### config.mk
export PLATFORM = sky130hd
export DESIGN_NAME = imm_decode_pipe
export DESIGN_NICKNAME = d
export VERILOG_FILES = /design/src/rtl/imm_decode_pipe.sv
export SDC_FILE = /design/constraint.sdc
export NUM_CORES = 1
export LEC_CHECK = 0
export CAP_MARGIN = 10
export CORE_MARGIN = 4
export CORE_UTILIZATION = 44
export DETAILED_ROUTE_END_ITERATION = 16
export GPL_TIMING_DRIVEN = 0
export PLACE_DENSITY = 0.71
export SYNTH_ARGS = -nofsm -noshare
export SYNTH_HDL_FRONTEND = slang
export SYNTH_SLANG_ARGS = --single-unit
### constraint.sdc
create_clock -name clk -period 4 [get_ports clk]
set_clock_uncertainty 0.2 [all_clocks]
set_input_delay 1 -clock clk [delete_from_list [all_inputs] [get_ports clk]]
set_output_delay 1 -clock clk [all_outputs]
set_load 0.01 [all_outputs]
### src/rtl/imm_decode_pipe.sv
// imm_decode_pipe
//   Registered RV32/RV64 decode stage that sits between instruction fetch and
//   register read. Each accepted instruction word is split into its register
//   indices, funct3 and opcode class. The stage also produces an XLEN-wide
//   sign-extended immediate and flags illegal encodings. A two-entry skid
//   arrangement (output register plus one skid entry) sustains one instruction
//   per cycle while in_ready comes straight from a flop.
//
// Parameters
//   XLEN   datapath width, 32 or 64; immediates are sign-extended to XLEN
//   CNT_W  width of the saturating decoded-instruction counter
//
// Ports
//   clk, rst_n          clock, asynchronous active-low reset
//   flush               synchronous discard of every buffered and output entry
//   in_valid/in_ready   fetch-side handshake; in_ready is !skid_valid
//   in_instr, in_pc     instruction word and its PC
//   out_valid/out_ready read-side handshake
//   out_pc, out_imm     passed-through PC and decoded immediate
//   out_rd/rs1/rs2      register indices instr[11:7], [19:15], [24:20]
//   out_funct3          instr[14:12]
//   out_opclass         instr[6:2]
//   out_illegal         encoding not supported at this XLEN
//   dec_count           entries accepted downstream, saturating

module imm_decode_pipe #(
    parameter int XLEN  = 32,
    parameter int CNT_W = 16
) (
    input  logic             clk,
    input  logic             rst_n,
    input  logic             flush,
    input  logic             in_valid,
    output logic             in_ready,
    input  logic [31:0]      in_instr,
    input  logic [XLEN-1:0]  in_pc,
    output logic             out_valid,
    input  logic             out_ready,
    output logic [XLEN-1:0]  out_pc,
    output logic [XLEN-1:0]  out_imm,
    output logic [4:0]       out_rd,
    output logic [4:0]       out_rs1,
    output logic [4:0]       out_rs2,
    output logic [2:0]       out_funct3,
    output logic [4:0]       out_opclass,
    output logic             out_illegal,
    output logic [CNT_W-1:0] dec_count
);

    typedef enum logic [4:0] {
        OPC_LOAD      = 5'b00000,
        OPC_MISC_MEM  = 5'b00011,
        OPC_OP_IMM    = 5'b00100,
        OPC_AUIPC     = 5'b00101,
        OPC_OP_IMM_32 = 5'b00110,
        OPC_STORE     = 5'b01000,
        OPC_OP        = 5'b01100,
        OPC_LUI       = 5'b01101,
        OPC_OP_32     = 5'b01110,
        OPC_BRANCH    = 5'b11000,
        OPC_JALR      = 5'b11001,
        OPC_JAL       = 5'b11011,
        OPC_SYSTEM    = 5'b11100
    } opc_e;

    typedef struct packed {
        logic [XLEN-1:0] pc;
        logic [XLEN-1:0] imm;
        logic [4:0]      rd;
        logic [4:0]      rs1;
        logic [4:0]      rs2;
        logic [2:0]      funct3;
        logic [4:0]      opclass;
        logic            illegal;
    } entry_t;

    localparam logic [CNT_W-1:0] CNT_MAX = '1;

    // Every immediate format is assembled as a signed 32-bit value and then
    // widened once, so the XLEN=64 case needs no per-format handling.
    function automatic entry_t decode(input logic [31:0] instr,
                                      input logic [XLEN-1:0] pc);
        entry_t             e;
        logic signed [31:0] imm32;
        logic               legal;
        // NOTE: every local gets a default before the case so that no path
        // leaves it unassigned; in combinational code a missing default is
        // what infers a latch.
        imm32 = '0;
        legal = 1'b1;
        case (instr[6:2])
            OPC_LOAD, OPC_MISC_MEM, OPC_OP_IMM, OPC_JALR, OPC_SYSTEM:
                imm32 = {{20{instr[31]}}, instr[31:20]};
            OPC_OP_IMM_32: begin
                imm32 = {{20{instr[31]}}, instr[31:20]};
                legal = (XLEN == 64);
            end
            OPC_STORE:
                imm32 = {{20{instr[31]}}, instr[31:25], instr[11:7]};
            OPC_BRANCH:
                imm32 = {{19{instr[31]}}, instr[31], instr[7], instr[30:25],
                         instr[11:8], 1'b0};
            OPC_LUI, OPC_AUIPC:
                imm32 = {instr[31:12], 12'b0};
            OPC_JAL:
                imm32 = {{11{instr[31]}}, instr[31], instr[19:12], instr[20],
                         instr[30:21], 1'b0};
            OPC_OP:
                imm32 = '0;
            OPC_OP_32:
                legal = (XLEN == 64);
            default:
                legal = 1'b0;
        endcase
        if (instr[1:0] != 2'b11) legal = 1'b0;

        e.pc      = pc;
        e.imm     = legal ? XLEN'(imm32) : '0;
        e.rd      = instr[11:7];
        e.rs1     = instr[19:15];
        e.rs2     = instr[24:20];
        e.funct3  = instr[14:12];
        e.opclass = instr[6:2];
        e.illegal = !legal;
        return e;
    endfunction

    entry_t in_dec;
    entry_t out_q;
    entry_t skid_q;
    logic   skid_valid;
    logic   accept;
    logic   out_load;

    assign in_dec   = decode(in_instr, in_pc);
    assign in_ready = !skid_valid;
    assign accept   = in_valid && in_ready;
    // The output register may take a new entry when it is empty or its
    // current entry leaves this cycle.
    assign out_load = !out_valid || out_ready;

    // NOTE: all sequential state uses non-blocking assignments so that every
    // flop samples pre-edge values regardless of statement order.
    always_ff @(posedge clk or negedge rst_n) begin
        if (!rst_n) begin
            out_valid  <= 1'b0;
            skid_valid <= 1'b0;
            out_q      <= '0;
            dec_count  <= '0;
        end else begin
            // A transfer in the flush cycle has already left, so it counts.
            if (out_valid && out_ready && dec_count != CNT_MAX)
                dec_count <= dec_count + CNT_W'(1);

            if (flush) begin
                out_valid  <= 1'b0;
                skid_valid <= 1'b0;
            end else if (out_load) begin
                if (skid_valid) begin
                    // Older skid entry goes first; in_ready was low, so no
                    // input can arrive in the same cycle.
                    out_q      <= skid_q;
                    out_valid  <= 1'b1;
                    skid_valid <= 1'b0;
                end else begin
                    out_valid <= accept;
                    if (accept) out_q <= in_dec;
                end
            end else if (accept) begin
                skid_valid <= 1'b1;
            end
        end
    end

    // NOTE: the skid payload has no reset; it is only ever read while
    // skid_valid is set, and skid_valid itself is reset.
    always_ff @(posedge clk) begin
        if (accept && !out_load) skid_q <= in_dec;
    end

    assign out_pc      = out_q.pc;
    assign out_imm     = out_q.imm;
    assign out_rd      = out_q.rd;
    assign out_rs1     = out_q.rs1;
    assign out_rs2     = out_q.rs2;
    assign out_funct3  = out_q.funct3;
    assign out_opclass = out_q.opclass;
    assign out_illegal = out_q.illegal;

endmodule

== Word level (Yosys, flattened, before mapping) ==
Cells that the tools add are included.

* Bits in registers: 194
* Logic and storage cells: 63

* Bitwise logic cells: 1
* Reduce and logical (&&, ||, !) cells: 17
* Mux-type cells: 12
* Add/subtract/negate cells: 1
* Equal/unequal tests: 13

{| class="wikitable"
|+ Operators with widths
! cell !! count
|-
| $mux 88 || 2
|-
| $pmux 32 s5 || 1
|-
| $mux 32 || 1
|-
| $eq 5x5->1 const B || 4
|-
| $add 16x1->16 const B || 1
|-
| $ne 16x16->1 const B || 1
|-
| $eq 5x3->1 const B || 3
|-
| $eq 5x4->1 const B || 3
|-
| $reduce_or 11->1 || 1
|-
| $mux 1 || 8
|-
| $reduce_or 6->1 || 1
|-
| $eq 5x2->1 const B || 1
|-
| $logic_not 5->1 || 1
|-
| $logic_and 1x1->1 || 4
|-
| $logic_not 1->1 || 4
|-
| $reduce_bool 2->1 || 2
|-
| $reduce_and 3->1 || 1
|-
| $reduce_bool 3->1 || 1
|-
| $ne 2x2->1 const B || 1
|-
| $reduce_or 2->1 || 1
|-
| $logic_or 1x1->1 || 1
|-
| $not 1->1 || 1
|}

== Logic depth before layout (Yosys ltp) ==
Gate-level depths: netlist of the first run.

* Depth after elaboration: 7
* Mapped depth: 8
* Mapped depth without buffers: 6

== Least setup slack after synthesis of the first run ==
No wires, ideal clock.

* Path kind: input to register
* Start: input port out_ready
* End: register skid_q[0] (netlist name) (enable)
* Setup time: 0.457 ns
* Slack: 0.076 ns
* Data required time: 3.343 ns
* Stages on the path: 2
* Arrival: 3.267 ns
* Cells stage by stage: nor2b_1 and3_1

* Word-level cells in the longest chain between the ends: 3

{| class="wikitable"
|+ RTL lines
! item !! line !! RTL
|-
| start: declaration || 38 || <nowiki>input logic out_ready,</nowiki>
|-
| $logic_or 1x1->1 || 140 || <nowiki>assign out_load = !out_valid || out_ready;</nowiki>
|-
| $logic_not 1->1 || 178 || <nowiki>if (accept && !out_load) skid_q <= in_dec;</nowiki>
|-
| $logic_and 1x1->1 || 178 ||
|-
| end signal: assignment || 178 ||
|-
| end: declaration || 130 || <nowiki>entry_t skid_q;</nowiki>
|}

No other way between the ends.
A chain may end at the register's enable or synchronous reset.

== Worst setup path in the final report of the first run ==
* Start: register skid_valid
* End: output port in_ready

* Word-level cells in the longest chain between the ends: 1

{| class="wikitable"
|+ RTL lines
! item !! line !! RTL
|-
| start: declaration || 131 || <nowiki>logic skid_valid;</nowiki>
|-
| start signal: assignment || 147 || <nowiki>skid_valid <= 1'b0;</nowiki>
|-
| start signal: assignment || 157 || <nowiki>skid_valid <= 1'b0;</nowiki>
|-
| start signal: assignment || 164 || <nowiki>skid_valid <= 1'b0;</nowiki>
|-
| $logic_not 1->1 || 136 || <nowiki>assign in_ready = !skid_valid;</nowiki>
|-
| end: declaration || 34 || <nowiki>output logic in_ready,</nowiki>
|}

No other way between the ends.

==> out/summary.log, run 1 <==
[setup_path] Crit Reg-Reg Endpoint out_rd[0]
[yosys] Area contributors post-synth sky130_fd_sc_hd__dfrtp_1 (33%), sky130_fd_sc_hd__edfxtp_1 (32%), sky130_fd_sc_hd__mux2i_1 (6.8%), sky130_fd_sc_hd__nand2_1 (4.8%), sky130_fd_sc_hd__o21ai_0 (3.8%)
[setup_path] Critical Path End Type primary output
[global_route] maximum number of pins on one net before global-route repair 57
[setup_path] data required time of the critical path 2.80 ns
[sta] Setup TNS 0 ns
[die] horizontal die dimension 144 um
[hold_path] path class of the lowest-slack min-delay path flop to flop
[clock_network] clk sinks 194
[yosys] Mapped Avg Cell Area 12.0 um2
[global_route] GR Overflow Total 0
[die] effective utilization at floorplan 45.0%
[setup_path] R2R setup slack 1.15 ns
[yosys] Mapped Nets 749
[yosys] commonest register cell after synthesis sky130_fd_sc_hd__dfrtp_1
[yosys] area share of the largest cell type after synthesis 32.6%
[layout] combined area of the multi-input logic cells 2640 um2
[pwr] power density over cell area 438 nW/um2
[die] height of the chip 144 um
[yosys] Syn. warnings 0
[pwr] static leakage power 4.22 nW
[yosys] sequential share of the synthesized area 65.1%
[detailed_routing] first-pass detailed-route iteration total 5
[setup_path] crit path DAT 2.44 ns
[yosys] synthesized area 8130 um2
[detailed_routing] number of design-rule violations left by the first detailed-router iteration 366
[pwr] VDD IR-drop max 0.311 mV
[pwr] post-route total power 4.72 mW
[layout] area of all placed cells without fillers 10,800 um2
[sta] Rel. slew slack 47.8%
[sta] setup repair after global routing missed its margin false
[detailed_routing] Routed WL per cell 19.1 um
[layout] number of antenna repair diodes 0
[yosys] Yosys top cell by area sky130_fd_sc_hd__dfrtp_1
[global_route] global-route usage over all layers 21.0%
[run_status] result of the run completed
[sta] max-slew violations 0
[place] last weighted congestion value of the routability-driven placer 0.868
[layout] share of post-route cells with drive strength above 1 6.21%
[yosys] Post-synth EDFFs 88
[clock_network] Worst-path clk slew 0.07 ns
[clock_network] cell at the root of the clock tree sky130_fd_sc_hd__clkbuf_16
[clock_network] number of clock buffers inserted by TritonCTS 17
[sta] maximum clock rate 275 MHz
[clock_network] maximum count of clock buffers along a single path 2
[yosys] synthesized flop and latch total 194
[sta] Final Hold Slack 0.281 ns
[die] Std-Cell Rows 49
[yosys] gate count of the mapped netlist 679
[yosys] proportion of synthesized flip-flops having asynchronous set or reset 54.6%
[sta] share of the cycle needed by the critical path after routing 91.0%
[clock_network] clock latency of the later-clocked register in the worst-skew pair 0.43 ns
[job] reported max-cap violation count 0
[clock_network] clock tree from TritonCTS built
[global_route] global-route wire length before repair 33,400 um
[clock_network] H-tree depth 4
[die] number of I/O pins 175
[place] number of I/O port buffers 174
[sta] final setup fails 0
[global_route] initial antenna violation count 0
[setup_path] logic depth of the worst register-to-register path 6
[hold_path] hold wc startpoint out_rs2[3]
[detailed_routing] post-route DRC violation count 0
[setup_path] peak fanout along the critical path 12
[layout] area used by sequential logic in the layout 5300 um2
[clock_network] hold-fix buffer count after cts 0
[setup_path] reg2reg start skid_valid
[layout] final cell count without fillers 1,115
[yosys] Distinct cells, synth 54
[detailed_routing] drt via density 5.44
[place] Final HPWL DP 15,100 um
[layout] area overhead of the layout relative to synthesis 32.5%
[setup_path] startpoint kind of the worst setup timing path flop
[hold_path] Hold EP out_rs2[3]
[sta] actual transition at the worst max-transition pin 0.783 ns
[detailed_routing] final routed wirelength across all metal layers 21,300 um
[sta] hold violation count in the final report 0
[die] placeable core region 18,100 um2
[detailed_routing] antenna-violating nets left 0
[global_route] vias in the first global route 6,123
[detailed_routing] via count 6,071
[sta] clock period minus final worst setup slack 3.64 ns
[layout] number of nets in the layout 943
[die] floorplan die area 20,700 um2
[place] Cells after DPL 1,084
[place] Placed Area 10,200 um2
[setup_path] path type of the worst setup path flop to primary output
[hold_path] hold path cells 2
[layout] total of fill cells in the finished design 1,508
## repair_timing
item	CTS	global route
setup buffers	0	0
endpoints found under the setup margin	0	1
gates resized for setup	0	0
## state kept, by name, indices dropped and copies added (netlist names), 3 cells and up
name / count
skid_q: 88
out_imm: 32
out_pc: 32
dec_count: 16
out_opclass: 5
out_rd: 5
out_rs1: 5
out_rs2: 5
out_funct3: 3
## worst max path at each step
stage | endpoint | from | cells after the start
after floorplan | skid_q[0] | out_ready | 2
after global placement | out_imm[13] | rst_n | 1
after detailed placement | out_rd[2] | out_ready | 7
after CTS | in_ready | skid_valid | 4
after global routing | in_ready | skid_valid | 3
final | in_ready | skid_valid | 3
## kinds of logic (layout without fill, tap and decap cells)
logic type / count (synthesis) / after routing / share of synthesized area, %
simple gates: 206 / 206 / 11.9
flops: 194 / 194 / 65.1
compound gates: 157 / 157 / 11.8
mux: 56 / 56 / 6.91
buf+inv: 50 / 257 / 2.57
xor+xnor: 15 / 15 / 1.62
fa+ha+maj: 1 / 1 / 0.154
## layout by cell type, fill, tap and decap left out, types with 5 or more instances in the layout
master	Yosys	layout
sky130_fd_sc_hd__clkdlybuf4s50_1	0	173
sky130_fd_sc_hd__dfrtp_1	106	106
sky130_fd_sc_hd__nand2_1	105	105
sky130_fd_sc_hd__edfxtp_1	88	88
sky130_fd_sc_hd__o21ai_0	61	61
sky130_fd_sc_hd__mux2i_1	55	55
sky130_fd_sc_hd__a21oi_1	41	41
sky130_fd_sc_hd__clkbuf_1	30	29
sky130_fd_sc_hd__nor2_1	27	27
sky130_fd_sc_hd__and3_1	26	25
sky130_fd_sc_hd__clkbuf_16	0	17
sky130_fd_sc_hd__nand3_1	13	13
sky130_fd_sc_hd__buf_2	11	11
sky130_fd_sc_hd__a221o_1	11	11
sky130_fd_sc_hd__o21ai_1	10	10
sky130_fd_sc_hd__and2_1	8	8
sky130_fd_sc_hd__xnor2_1	8	8
sky130_fd_sc_hd__xor2_1	7	7
sky130_fd_sc_hd__nor3_1	6	6
sky130_fd_sc_hd__a41o_1	6	6
sky130_fd_sc_hd__inv_6	0	5
## synthesized netlist by cell type, types with 7 or more instances
cell,instances
sky130_fd_sc_hd__a21oi_1,41
sky130_fd_sc_hd__a221o_1,11
sky130_fd_sc_hd__and2_1,8
sky130_fd_sc_hd__and3_1,26
sky130_fd_sc_hd__buf_2,11
sky130_fd_sc_hd__clkbuf_1,30
sky130_fd_sc_hd__dfrtp_1,106
sky130_fd_sc_hd__edfxtp_1,88
sky130_fd_sc_hd__mux2i_1,55
sky130_fd_sc_hd__nand2_1,105
sky130_fd_sc_hd__nand3_1,13
sky130_fd_sc_hd__nor2_1,27
sky130_fd_sc_hd__o21ai_0,61
sky130_fd_sc_hd__o21ai_1,10
sky130_fd_sc_hd__xnor2_1,8
sky130_fd_sc_hd__xor2_1,7
## power breakdown
part / switching (mW) / internal (mW)
clock network: 0.798 / 0.832
logic: 0.360 / 0.391
registers: 0.0981 / 2.24
total: 1.26 / 3.46
## cell type report
class | instances | area share (%)
plain buffers | 44 | 1.73
clock buffers | 18 | 4.08
well taps | 229 | 2.66
inverters | 5 | 0.174
multi-input cells | 435 | 24.5
flip-flops and latches | 194 | 49.1
clock inverters | 14 | 1.10
repair buffers | 176 | 16.7
## metal layers
layer | wire length [um] | share of wire, % | vias to the layer above | global-route usage, %
li1 | - | - | 2857 | -
met1 | 9520 | 45 | 2991 | 29.4
met2 | 10100 | 47 | 205 | 33.4
met3 | 1360 | 6.4 | 18 | 4.19
met4 | 330 | 1.6 | 0 | 6.10
met5 | 0 | 0 | - | 0
## metrics by stage
stage | util (%) | worst slack (ns)
4_1_cts | 59.6 | 0.0953
5_1_grt | 59.6 | 0.201
2_1_floorplan | - | 0.0763
6_report | 59.6 | 0.360
3_3_place_gp | 56.2 | -2.59
3_5_place_dp | 56.5 | 0.285
## critical path: stages (launching register included)
cell and delay, ns:
sky130_fd_sc_hd__dfrtp_1 0.71, sky130_fd_sc_hd__clkbuf_1 0.36, sky130_fd_sc_hd__clkinv_1 0.36, sky130_fd_sc_hd__clkdlybuf4s50_1 0.58
Power figures use the tool's default switching activity.
==> run 2: changes to the inputs <==
- HOLD_SLACK_MARGIN: default -> 0.1
==> results of run 2 <==
No change in the layout: final DEF, timing and power equal those of run 1.
==> run 3: changes to the inputs <==
- CTS_CLUSTER_DIAMETER: default -> 200
==> results of run 3 <==
No change in the layout: final DEF, timing and power equal those of run 1.
